<file path="src/rtl/matmul_controller.sv">
// -----------------------------------------------------------------------------
// matmul_controller
//
// Sequencer for a small (up to MAX_DIM x MAX_DIM) matrix-multiply datapath.
// A start pulse latches the dimensions of W (row_w x col_w) and X
// (row_x x col_x), which are then validated. A legal job streams all of W and
// then all of X, row-major, over a valid/ready handshake into the datapath
// write port. It then sweeps the multiply-accumulate schedule (i outer,
// j middle, k inner) and pulses done. An illegal job pulses done with the
// sticky err flag set, and issues no writes and no MAC strobes.
//
// Optional feature (macro MMC_MEM_CLEAR_EN): a legal job first zero-fills
// every W and X location (W first, then X, row-major) before loading, so the
// unused entries of a smaller matrix read as zero.
//
// Ports:
//   clk          rising-edge clock
//   clear_mem_n  asynchronous active-low reset
//   start        one-cycle pulse; latches dims and begins a job (IDLE only)
//   row_w/col_w  W dimensions
//   row_x/col_x  X dimensions
//   in_valid     data_in holds an element
//   in_ready     the controller accepts an element this cycle
//   data_in      element stream, row-major, all of W then all of X
//   wr_en        datapath element write strobe (one cycle after acceptance)
//   wr_sel       0 = W memory, 1 = X memory
//   wr_row/col   0-based write address
//   wr_data      registered copy of the accepted element
//   mac_clr      clear accumulator (mac_i, mac_j) before its first product
//   mac_en       accumulate W[mac_i][mac_k] * X[mac_k][mac_j]
//   mac_i/j/k    registered loop indices
//   busy         high in every state except IDLE
//   done         one-cycle completion pulse (success or error)
//   err          sticky dimension error, cleared by the next accepted start
// -----------------------------------------------------------------------------
module matmul_controller #(
  parameter int DATA_W  = 4,
  parameter int DIM_W   = 2,
  parameter int MAX_DIM = 3
) (
  input  logic              clk,
  input  logic              clear_mem_n,
  input  logic              start,
  input  logic [DIM_W-1:0]  row_w,
  input  logic [DIM_W-1:0]  col_w,
  input  logic [DIM_W-1:0]  row_x,
  input  logic [DIM_W-1:0]  col_x,
  input  logic              in_valid,
  output logic              in_ready,
  input  logic [DATA_W-1:0] data_in,
  output logic              wr_en,
  output logic              wr_sel,
  output logic [DIM_W-1:0]  wr_row,
  output logic [DIM_W-1:0]  wr_col,
  output logic [DATA_W-1:0] wr_data,
  output logic              mac_clr,
  output logic              mac_en,
  output logic [DIM_W-1:0]  mac_i,
  output logic [DIM_W-1:0]  mac_j,
  output logic [DIM_W-1:0]  mac_k,
  output logic              busy,
  output logic              done,
  output logic              err
);

  localparam logic [DIM_W-1:0] ONE = DIM_W'(1);
`ifdef MMC_MEM_CLEAR_EN
  localparam logic [DIM_W-1:0] LAST_IDX = DIM_W'(MAX_DIM - 1);
`endif

  typedef enum logic [2:0] {
    IDLE,
    CHECK,
`ifdef MMC_MEM_CLEAR_EN
    CLEAR,
`endif
    LOAD_W,
    LOAD_X,
    COMPUTE,
    FINISH,
    ERROR
  } state_t;

  state_t state, next_state;

  // Dimensions latched at start; every comparison uses these, never the
  // live inputs, so dims changing mid-job have no effect.
  logic [DIM_W-1:0] rw_q, cw_q, rx_q, cx_q;

  // Load-phase address counters (also reused by the zero-fill sweep).
  logic [DIM_W-1:0] ld_row, ld_col;
`ifdef MMC_MEM_CLEAR_EN
  logic             clr_sel;
`endif

  // Set by the last X beat: LOAD_X holds one more cycle (in_ready low) so
  // that the final element write lands before the first MAC cycle.
  logic             x_done;

  logic accept, dims_bad, w_last, x_last, mac_last;

  function automatic logic dim_bad(input logic [DIM_W-1:0] d);
    return (d == '0) || (int'(d) > MAX_DIM);
  endfunction

  assign dims_bad = dim_bad(rw_q) || dim_bad(cw_q) || dim_bad(rx_q) ||
                    dim_bad(cx_q) || (cw_q != rx_q);

  assign w_last   = (ld_row == rw_q - ONE) && (ld_col == cw_q - ONE);
  assign x_last   = (ld_row == rx_q - ONE) && (ld_col == cx_q - ONE);
  assign mac_last = (mac_i == rw_q - ONE) && (mac_j == cx_q - ONE) &&
                    (mac_k == cw_q - ONE);

  assign in_ready = (state == LOAD_W) || ((state == LOAD_X) && !x_done);
  assign accept   = in_valid && in_ready;
  assign busy     = (state != IDLE);
  assign done     = (state == FINISH) || (state == ERROR);
  assign mac_en   = (state == COMPUTE);
  assign mac_clr  = mac_en && (mac_k == '0);

  // State register.
  always_ff @(posedge clk or negedge clear_mem_n) begin
    if (!clear_mem_n) state <= IDLE;
    else              state <= next_state;
  end

  // Next-state logic.
  always_comb begin
    // NOTE: assigning a default before the case keeps every path driven, so
    // no latch is inferred when a branch leaves next_state untouched.
    next_state = state;
    case (state)
      IDLE:    if (start) next_state = CHECK;
`ifdef MMC_MEM_CLEAR_EN
      CHECK:   next_state = dims_bad ? ERROR : CLEAR;
      CLEAR:   if (clr_sel && (ld_row == LAST_IDX) && (ld_col == LAST_IDX))
                 next_state = LOAD_W;
`else
      CHECK:   next_state = dims_bad ? ERROR : LOAD_W;
`endif
      LOAD_W:  if (accept && w_last) next_state = LOAD_X;
      LOAD_X:  if (x_done) next_state = COMPUTE;
      COMPUTE: if (mac_last) next_state = FINISH;
      FINISH:  next_state = IDLE;
      ERROR:   next_state = IDLE;
      default: next_state = IDLE;
    endcase
  end

  // Datapath: latched dims, counters, registered write port, err flag.
  always_ff @(posedge clk or negedge clear_mem_n) begin
    // NOTE: every register here, outputs included, is cleared by the async
    // reset, so an abort silences wr_en and mac strobes in the same cycle.
    if (!clear_mem_n) begin
      rw_q    <= '0;
      cw_q    <= '0;
      rx_q    <= '0;
      cx_q    <= '0;
      ld_row  <= '0;
      ld_col  <= '0;
`ifdef MMC_MEM_CLEAR_EN
      clr_sel <= 1'b0;
`endif
      x_done  <= 1'b0;
      mac_i   <= '0;
      mac_j   <= '0;
      mac_k   <= '0;
      wr_en   <= 1'b0;
      wr_sel  <= 1'b0;
      wr_row  <= '0;
      wr_col  <= '0;
      wr_data <= '0;
      err     <= 1'b0;
    end else begin
      // NOTE: non-blocking assignments throughout, so every read below sees
      // the pre-edge counter values (the write address is pre-increment).
      wr_en <= 1'b0;
      case (state)
        IDLE: begin
          ld_row  <= '0;
          ld_col  <= '0;
`ifdef MMC_MEM_CLEAR_EN
          clr_sel <= 1'b0;
`endif
          x_done  <= 1'b0;
          mac_i   <= '0;
          mac_j   <= '0;
          mac_k   <= '0;
          if (start) begin
            rw_q <= row_w;
            cw_q <= col_w;
            rx_q <= row_x;
            cx_q <= col_x;
            err  <= 1'b0;
          end
        end

        // err rises together with the ERROR cycle's done pulse.
        CHECK: if (dims_bad) err <= 1'b1;

`ifdef MMC_MEM_CLEAR_EN
        // Zero-fill sweep: W then X, each MAX_DIM x MAX_DIM, row-major. The
        // counters wrap back to zero on the final location.
        CLEAR: begin
          wr_en   <= 1'b1;
          wr_sel  <= clr_sel;
          wr_row  <= ld_row;
          wr_col  <= ld_col;
          wr_data <= '0;
          if (ld_col == LAST_IDX) begin
            ld_col <= '0;
            if (ld_row == LAST_IDX) begin
              ld_row  <= '0;
              clr_sel <= ~clr_sel;
            end else begin
              ld_row <= ld_row + ONE;
            end
          end else begin
            ld_col <= ld_col + ONE;
          end
        end
`endif

        LOAD_W: if (accept) begin
          wr_en   <= 1'b1;
          wr_sel  <= 1'b0;
          wr_row  <= ld_row;
          wr_col  <= ld_col;
          wr_data <= data_in;
          if (ld_col == cw_q - ONE) begin
            ld_col <= '0;
            ld_row <= w_last ? '0 : ld_row + ONE;
          end else begin
            ld_col <= ld_col + ONE;
          end
        end

        LOAD_X: if (accept) begin
          wr_en   <= 1'b1;
          wr_sel  <= 1'b1;
          wr_row  <= ld_row;
          wr_col  <= ld_col;
          wr_data <= data_in;
          x_done  <= x_last;
          if (ld_col == cx_q - ONE) begin
            ld_col <= '0;
            ld_row <= x_last ? '0 : ld_row + ONE;
          end else begin
            ld_col <= ld_col + ONE;
          end
        end

        // k inner, j middle, i outer; all indices return to zero at the end.
        COMPUTE: begin
          if (mac_k == cw_q - ONE) begin
            mac_k <= '0;
            if (mac_j == cx_q - ONE) begin
              mac_j <= '0;
              mac_i <= mac_last ? '0 : mac_i + ONE;
            end else begin
              mac_j <= mac_j + ONE;
            end
          end else begin
            mac_k <= mac_k + ONE;
          end
        end

        default: ;
      endcase
    end
  end

endmodule

</file>
<file path="config.mk">
export PLATFORM = sky130hd
export DESIGN_NAME = matmul_controller
export DESIGN_NICKNAME = d
export VERILOG_FILES = /design/src/rtl/matmul_controller.sv
export SDC_FILE = /design/constraint.sdc
export NUM_CORES = 1
export LEC_CHECK = 0
export CAP_MARGIN = 20
export CORE_MARGIN = 4
export CORE_UTILIZATION = 45
export CTS_CLUSTER_SIZE = 24
export DETAILED_ROUTE_END_ITERATION = 6
export MAX_ROUTING_LAYER = met4
export PLACE_DENSITY = 0.72
export SLEW_MARGIN = 10
export SYNTH_ARGS = -nofsm -noshare
export SYNTH_HDL_FRONTEND = slang
export SYNTH_SLANG_ARGS = --single-unit
</file>
<file path="constraint.sdc">
create_clock -name clk -period 2.3 [get_ports clk]
set_input_delay 0.23 -clock clk [delete_from_list [all_inputs] [get_ports clk]]
set_output_delay 0.23 -clock clk [all_outputs]
set_load 0.02 [all_outputs]
</file>
==> results of run 1 <==
synth_stat cells, types with 3 or more instances:
cell type	n	area share, %
nand3_1	3	0.82
xnor2_1	10	4.8
clkbuf_1	5	1.0
a21oi_1	3	0.82
o22ai_1	4	1.4
a22o_1	5	2.4
dfrtp_1	33	45
mux2i_1	3	1.6
nand2_1	42	8.6
o31ai_1	3	1.2
nand2b_1	4	1.4
xor2_1	7	3.4
inv_1	18	3.7
o21ai_0	13	3.6
nor2_1	8	1.6
ha_1	5	3.4
worst paths after layout:
kind / start / endpoint / slack, ps / cells after the start
setup / recovery: rw_q[0] / ld_row[0] / 170 / 7
hold / removal: clear_mem_n / mac_k[0] / 350 / 2
setup reg to reg: rw_q[0] / ld_row[0] / 170 / 7
hold reg to reg: wr_row[1] / wr_row[1] / 480 / 2
max in group asynchronous: clear_mem_n / state[2] / 1650 / 2
min in group clk: data_in[1] / wr_data[1] / 460 / 3
worst max-delay path, cell delays in order (launching register included):
cell       delay [ps]
dfrtp_1           430
inv_1              80
ha_1              340
xnor2_1           140
or4_4             500
a2bb2oi_2         190
nor2_1             70
mux2_2            260
kinds of logic after synthesis:
logic type | Yosys count | share of synthesized area (%)
buf+inv | 26 | 6.23
xor+xnor | 17 | 8.15
mux | 4 | 2.26
flops | 33 | 45.2
compound gates | 38 | 14.7
fa+ha+maj | 5 | 3.42
simple gates | 75 | 20.0
registers in the layout (all words and copies together), names as in the netlist, 2 cells and up:
signal,flops
wr_data,4
state,3
cw_q,2
cx_q,2
ld_col,2
ld_row,2
mac_i,2
mac_j,2
mac_k,2
rw_q,2
rx_q,2
wr_col,2
wr_row,2
stage by stage:
step	instance area [sq um]	std cells	hold WS, ps	worst slack, ps	total power (W)
2_1_floorplan	1830	198	-65.6	271	0.00236
3_5_place_dp	2250	280	461	91.9	0.00295
4_1_cts	2330	288	352	79.9	0.00339
5_1_grt	2340	289	366	71.3	0.00365
3_3_place_gp	2250	280	459	218	0.00290
6_report	2340	289	348	175	0.00337
routing by layer:
metal / part of all wire, % / wire length [um]
met1: 46 / 1790
met2: 46 / 1830
met3: 5.1 / 201
met4: 2.8 / 112
met5: 0 / 0
layout make-up:
type | count | area, sq um | share of cell area [%]
clock buffer | 5 | 68.8 | 2.94
tap | 48 | 60.1 | 2.56
multi-input combinational | 139 | 887 | 37.9
inverter | 18 | 67.6 | 2.88
clock inverter | 3 | 17.5 | 0.748
sequential | 33 | 826 | 35.3
timing repair buffer | 43 | 415 | 17.7
power by group:
| group | switching, W | leakage (nW) | total, W | internal, W |
|---|---|---|---|---|
| sequential | 0.000210 | 0.423 | 0.00102 | 0.000807 |
| clock | 0.000220 | 0.0439 | 0.000428 | 0.000209 |
| combinational | 0.00106 | 0.588 | 0.00193 | 0.000866 |
what timing repair did:
action	in CTS	in global routing
setup buffers	0	1
setup endpoints to repair	0	1
hold buffers	0	0
==> impl_metrics.toml, run 1 <==
[run_status]
outcome = "completed"

[floorplanning]
rows = 22
die_x_um = 71.7
start_util_pct = 48.1
die_area_sq_um = 5140
fp.dieH_um = 71.7
io_pins = 38
coreArea_sq_um = 3800

[grt]
antenna_found_initial = 0
grt.busiest_layer = "met2"
grt_util_met3_pct = 5.61
met1_usage_pct = 21.2
grt_pass1_wl_mm = 6.59
grt_max_degree = 34
grt_pass1_vias = 1456
met2_usage_pct = 25.5
grt_usage_pct = 17.2
gr-total-overflow = 0

[logic_synthesis]
synth.yosys.seq_area_share_pct = 45.2
yosys.cell_types.count = 43
yosys_register_bits = 33
synth_area_sq_um = 1830
yosysWarnings = 0
synth_ff_type = "dfrtp_1"
syn_inst = 198
syn-num-nets = 219
async_reset_ff_share_pct = 100
synth.avg_cell_area_sq_um = 9.23
synth_edf_count = 0

[placed_design]
finalWeightedCongestion = 0.854
io_buffers = 37
dp_hpwl_mm = 2.95

[pwr]
irDropWorstVdd_mv = 0.783
power.density_nw_per_um2 = 1440
p_leak_nw = 1.05

[finish]
fillers = 334
final_cell_mix = "nand2_1 (42), clkdlybuf4s50_1 (37), dfrtp_1 (33), inv_1 (18), o21ai_0 (13)"
layout_commonest_cell = "nand2_1"
area_growth_pct = 28.2
fin_util_pct = 61.7
num_antenna_cells = 0
nNetsFinal = 261
final_layout_size_suffix_gt1_share_pct = 9.13

[hold_path]
min_path_type = "in2async"

[clock_network]
clock_sinks = 33
clkTransAtPathRegs_ps = 70
cts_buffers = 5
clockBufferDepth = 2
cts.repair.resized = 0
cts_tree = "done"
htreeDepth = 2
cts-root-buf = "clkbuf_8"
clk_latency_ps = 290

[drt]
viasPerCell = 5.14
drtPass1Iterations = 4
vias = 1485
drt_iter0_markers = 82
wirelength_mm = 3.94
drc = 0
post_drt_wl_per_cell_um = 13.6
ant_nets = 0

[sta]
fin_skew_ps = 8.23
timing.final.crit_period_ps = 2130
max-slew-margin-rel_pct = 62.8
hold_viol_final = 0
slew_violations = 0
rsz0062_at_grt = "false"
fin_setup_tns_ps = 0
tightest_slew_ps = 557
min_period_over_period_pct = 92.4
clock.fmax_mhz = 471
setup_viol = 0

[critical_path]
worstSetupPathType = "reg2reg"
critical_path_arrival_ps = 2310
end_kind = "register"
start_kind = "register"
crit_required_ps = 2480
crit_path_max_fanout = 4

[run]
maxCapViolCount = 0
Note: power is estimated with default switching activity, not from simulation.
==> run 2, diff against run 1 <==
CTS_BUF_LIST = sky130_fd_sc_hd__clkbuf_8   (was not set)
==> results of run 2 <==
Same layout as run 1: the final DEF is identical, and so are final timing and power.
==> RTL change 1: new RTL, settings of run 1 <==
Add a define of `MMC_MEM_CLEAR_EN`.
--- a/src/rtl/matmul_controller.sv
+++ b/src/rtl/matmul_controller.sv
@@ -35,2 +35,4 @@
 // -----------------------------------------------------------------------------
+`define MMC_MEM_CLEAR_EN
+
 module matmul_controller #(
Behaviour: not the same (Yosys sat finds a counterexample within 4 cycles, from zero or initial values).
==> RTL change 1 against run 1 <==
- synthesized area grew 12%
- fmax shrank 2.1%
- non-clock buffer count grew 1
- setup slack lost 45 ps
- hold slack gained 9.6 ps
- sequential cell count grew 1
- first-iteration DRC count grew 39%
- register-to-register slack lost 30 ps
- power grew 18%
- wire length grew 9.7%
- combinational power grew 25%
- core utilization shrank 2.8 points
- final area grew 10%
- critical path type is now flop to primary output
- critical endpoint is now mac_clr
==> RTL change 1: results (changes against run 1) <==
wirelength_um: 4320  # +9.7%
ys_async_sr_fraction_pct: 100  # unchanged
vdd_drop_max_mv: 0.520  # -34%
r2r_end: "state[0]"
clk_latency_ps: 290  # about the same
place_hpwl_um: 3180  # +7.8%
synthTopCellsByArea: "dfrtp_1 (41%), ha_1 (6.7%), o21ai_1 (4.4%), xnor2_1 (4.3%), inv_1 (3.7%)"
grt_pass1_vias: 1520  # +4.4%
grt_pass1_wl_um: 7300  # +11%
r2r_cells: 7  # unchanged
status: "finished clean"
rrSetupSlack_ps: 140  # -30 ps
crit_path_top_delay_cell: "clkdlybuf4s50_1"
synthTopCellsByCount: "dfrtp_1 (34), inv_1 (20), nand2_1 (18), o21ai_1 (18), ha_1 (11)"
max_stage_delay_ps: 590  # +90 ps
clk_pin_slew_worst_paths_ps: 70  # about the same
gp_congestion: 0.816  # -4.4%
tightestPinTransition_ps: 522  # -35.7 ps
worst_ep_arrival_time_ps: 1940  # -370 ps
finalClockSkew_ps: 5.06  # -3.17 ps
synth_warnings: 0  # unchanged
synth_cell_type_count: 49  # +14%
grt_usage_pct: 17.4  # +0.16 points
top_regs: "wr_data (4), state (3)"
cts.path.max_buffers: 2  # unchanged
drc_errors: 0  # unchanged
holdCritPathClass: "primary input to async pin"
grt_max_degree: 35  # +2.9%
synth_fp_nets: 247  # +13%
fillers: 389  # +16%
holdWs_ps: 357  # +9.61 ps
drt_iter0_markers: 114  # +39%
crit_start: "state[1]"
final_layout_size_suffix_gt1_share_pct: 9.20  # +0.067 points
r2r-start: "cw_q[0]"
nets: 287  # +10%
htreeDepth: 2  # unchanged
syn_inst: 220  # +11%
finalNonFillerCells: 313  # +8.3%
synth-seq-area-share_pct: 41.5  # -3.7 points
critPathTopFamily: "buffers and inverters"
firstDrtPassIters: 4  # unchanged
numPortBuffers: 37  # unchanged
via_per_inst: 5.26  # +2.3%
antenna_found_initial: 0  # unchanged
root_buffer: "clkbuf_8"
cp_max_fo: 19  # +15
p_leak_nw: 1.11  # +5.1%
-- RTL change 1: cell types whose count changed in the layout (fill, tap and decap cells not counted), moves of 6 or more --
cell / run 1 / this run
nand2_1: 42 / 18
o21ai_1: 1 / 18
o21ai_0: 13 / 4
a21oi_1: 3 / 9
ha_1: 5 / 11
-- RTL change 1: worst reg2reg max path: stages (launching register included) --
cell and delay (ps):
dfrtp_2 410, inv_1 70, ha_1 350, xnor2_1 170
o41a_1 490, nor3_4 270, o21a_1 170, o221ai_2 100
-- RTL change 1: timing repair --
item                       in CTS  in global routing
hold endpoints to repair        0                  0
hold buffers                    0                  0
setup endpoints to repair       0                  3
gates resized for setup         0                  2
buffers inserted                0                  0
-- RTL change 1: how the worst max path moves through the flow --
stage,end,depth (start not counted)
finish,mac_clr,5
global route,mac_clr,5
CTS,in_ready,3
detailed placement,state[0],7
global placement,state[0],7
floorplan,state[0],7
-- RTL change 1: metrics by stage --
| stage | area (sq um) | setup slack (ps) | utilization (%) | power, mW |
|---|---|---|---|---|
| floorplan | 2050 | 251 | - | 2.85 |
| detailed placement | 2480 | 80.7 | 56.7 | 3.57 |
| global route | 2580 | 8.50 | 58.8 | 4.36 |
| finish | 2580 | 130 | 58.8 | 3.99 |
| global placement | 2480 | 185 | 56.7 | 3.53 |
| CTS | 2580 | 62.0 | 58.8 | 4.04 |
-- RTL change 1: cell type report --
type                       count  area [sq um]  area share, %
multi-input combinational    153          1060           41.2
sequential                    34           852           33.0
timing repair buffer          44           425           16.5
clock buffer                   7          86.3           3.35
inverter                      22          82.6           3.20
tap                           52          65.1           2.52
clock inverter                 1          5.00          0.194
-- RTL change 1: logic make-up after synthesis --
kind of cell | synth area share (%)
flip-flops | 41.5
AND/OR/NAND/NOR | 15.6
buffers and inverters | 6.71
adder cells (fa/ha/maj) | 6.71
XOR/XNOR | 6.83
AO/OA/AOI/OAI | 19.9
multiplexers | 2.74
-- RTL change 1: power breakdown --
part,internal (mW),total [mW],leakage (nW),switching (mW)
clock network,0.241,0.457,0.0482,0.216
logic,1.11,2.42,0.634,1.31
registers,0.872,1.12,0.427,0.246
total,2.22,3.99,1.11,1.77
-- RTL change 1: routing by layer --
layer | track usage (%) | wire length, um | vias to the layer above
met1 | 23.7 | 2020 | 756
met3 | 3.30 | 209 | 5
met4 | 6.02 | 56 | 0
li1 | - | - | 849
met5 | - | 0 | -
met2 | 25.8 | 2040 | 35
==> RTL change 2: new RTL, config.mk and constraints of run 1 <==
Without the edit above. Register the output `err` once more, cleared by the reset; this adds one clock of latency there. The other outputs are not delayed to match. Comments in the files are not updated.
--- a/src/rtl/matmul_controller.sv
+++ b/src/rtl/matmul_controller.sv
@@ -83,2 +83,4 @@
 
+  logic err_s0;
+
   state_t state, next_state;
@@ -172,3 +174,3 @@
       wr_data <= '0;
-      err     <= 1'b0;
+      err_s0  <= 1'b0;
     end else begin
@@ -193,3 +195,3 @@
             cx_q <= col_x;
-            err  <= 1'b0;
+            err_s0 <= 1'b0;
           end
@@ -198,3 +200,3 @@
         // err rises together with the ERROR cycle's done pulse.
-        CHECK: if (dims_bad) err <= 1'b1;
+        CHECK: if (dims_bad) err_s0 <= 1'b1;
 
@@ -272,2 +274,10 @@
 
+  always_ff @(posedge clk or negedge clear_mem_n) begin
+    if (!clear_mem_n) begin
+      err <= '0;
+    end else begin
+      err <= err_s0;
+    end
+  end
+
 endmodule
Behaviour: not the same (Yosys sat finds a counterexample within 4 cycles, from zero or initial values).
==> RTL change 2 against run 1 <==
- sequential power increased by 12%
- sequential share of layout area increased by 1.9 points
- setup slack got worse by 70 ps
- final area decreased by 2.3%
- fmax decreased by 3.2%
- synthesized area decreased by 2.2%
- power increased by 2.3%
- sequential cell count increased by 1
- wire length decreased by 0.30%
- first-iteration DRC count increased by 51%
- critical endpoint unchanged
- largest cell class is now sequential cells
==> RTL change 2: results (changes against run 1) <==
status: "finished clean"
via_per_inst: 5.30  # +3.2%
grt_max_degree: 35  # +2.9%
holdWs_ps: 353  # +5.14 ps
rrSetupSlack_ps: 110  # -70 ps
fin_crit_ps: 2190  # +69.6 ps
fillers: 338  # +1.2%
vdd_drop_max_mv: 0.622  # -21%
place_hpwl_um: 3000  # +1.5%
seq_area_share_pct: 37.2  # +1.9 points
inverters: 17  # -1
dp.cells: 262  # -6.4%
placed_cell_area_sq_um: 2200  # -1.9%
drt-met1-wl_um: 1640  # -8.6%
final_layout_size_suffix_gt1_share_pct: 11.3  # +2.2 points
num-nonclk-buffers: 40  # -7.0%
clock-sinks: 34  # +3.0%
synth_area_per_cell_sq_um: 9.82  # +6.4%
finalNonFillerCells: 269  # -6.9%
synth_cell_type_count: 36  # -16%
met2_usage_pct: 30.0  # +4.5 points
synthTopCellsByCount: "dfrtp_1 (34), nand2_1 (22), o21ai_0 (19), inv_1 (17), xnor2_1 (13)"
p_leak_nw: 0.982  # -6.9%
multi_input_gates: 123  # -12%
met3_length_um: 194  # -3.5%
crit_start: "cw_q[0]"
gp_congestion: 0.864  # +1.1%
tightestPinTransition_ps: 528  # -29.8 ps
## RTL change 2: power groups by stage
stage	clock network (mW)	logic, mW	registers [mW]
detailed placement	0	1.90	1.15
floorplan	0	1.25	1.16
global placement	0	1.83	1.13
finish	0.404	1.91	1.14
CTS	0.417	1.91	1.14
global route	0.443	2.11	1.18
## RTL change 2: cell families after synthesis
logic type / after synthesis / synth area share (%)
buffers and inverters: 25 / 5.53
multiplexers: 10 / 6.23
AO/OA/AOI/OAI: 44 / 16.7
flip-flops: 34 / 47.6
XOR/XNOR: 17 / 8.33
adder cells (fa/ha/maj): 5 / 3.50
AND/OR/NAND/NOR: 47 / 12.1
## RTL change 2: timing repair
| action | 4_1_cts | 5_1_grt |
|---|---|---|
| gates resized for setup | 0 | 2 |
| endpoints found under the setup margin | 0 | 2 |
| endpoints found under the hold margin | 0 | 0 |
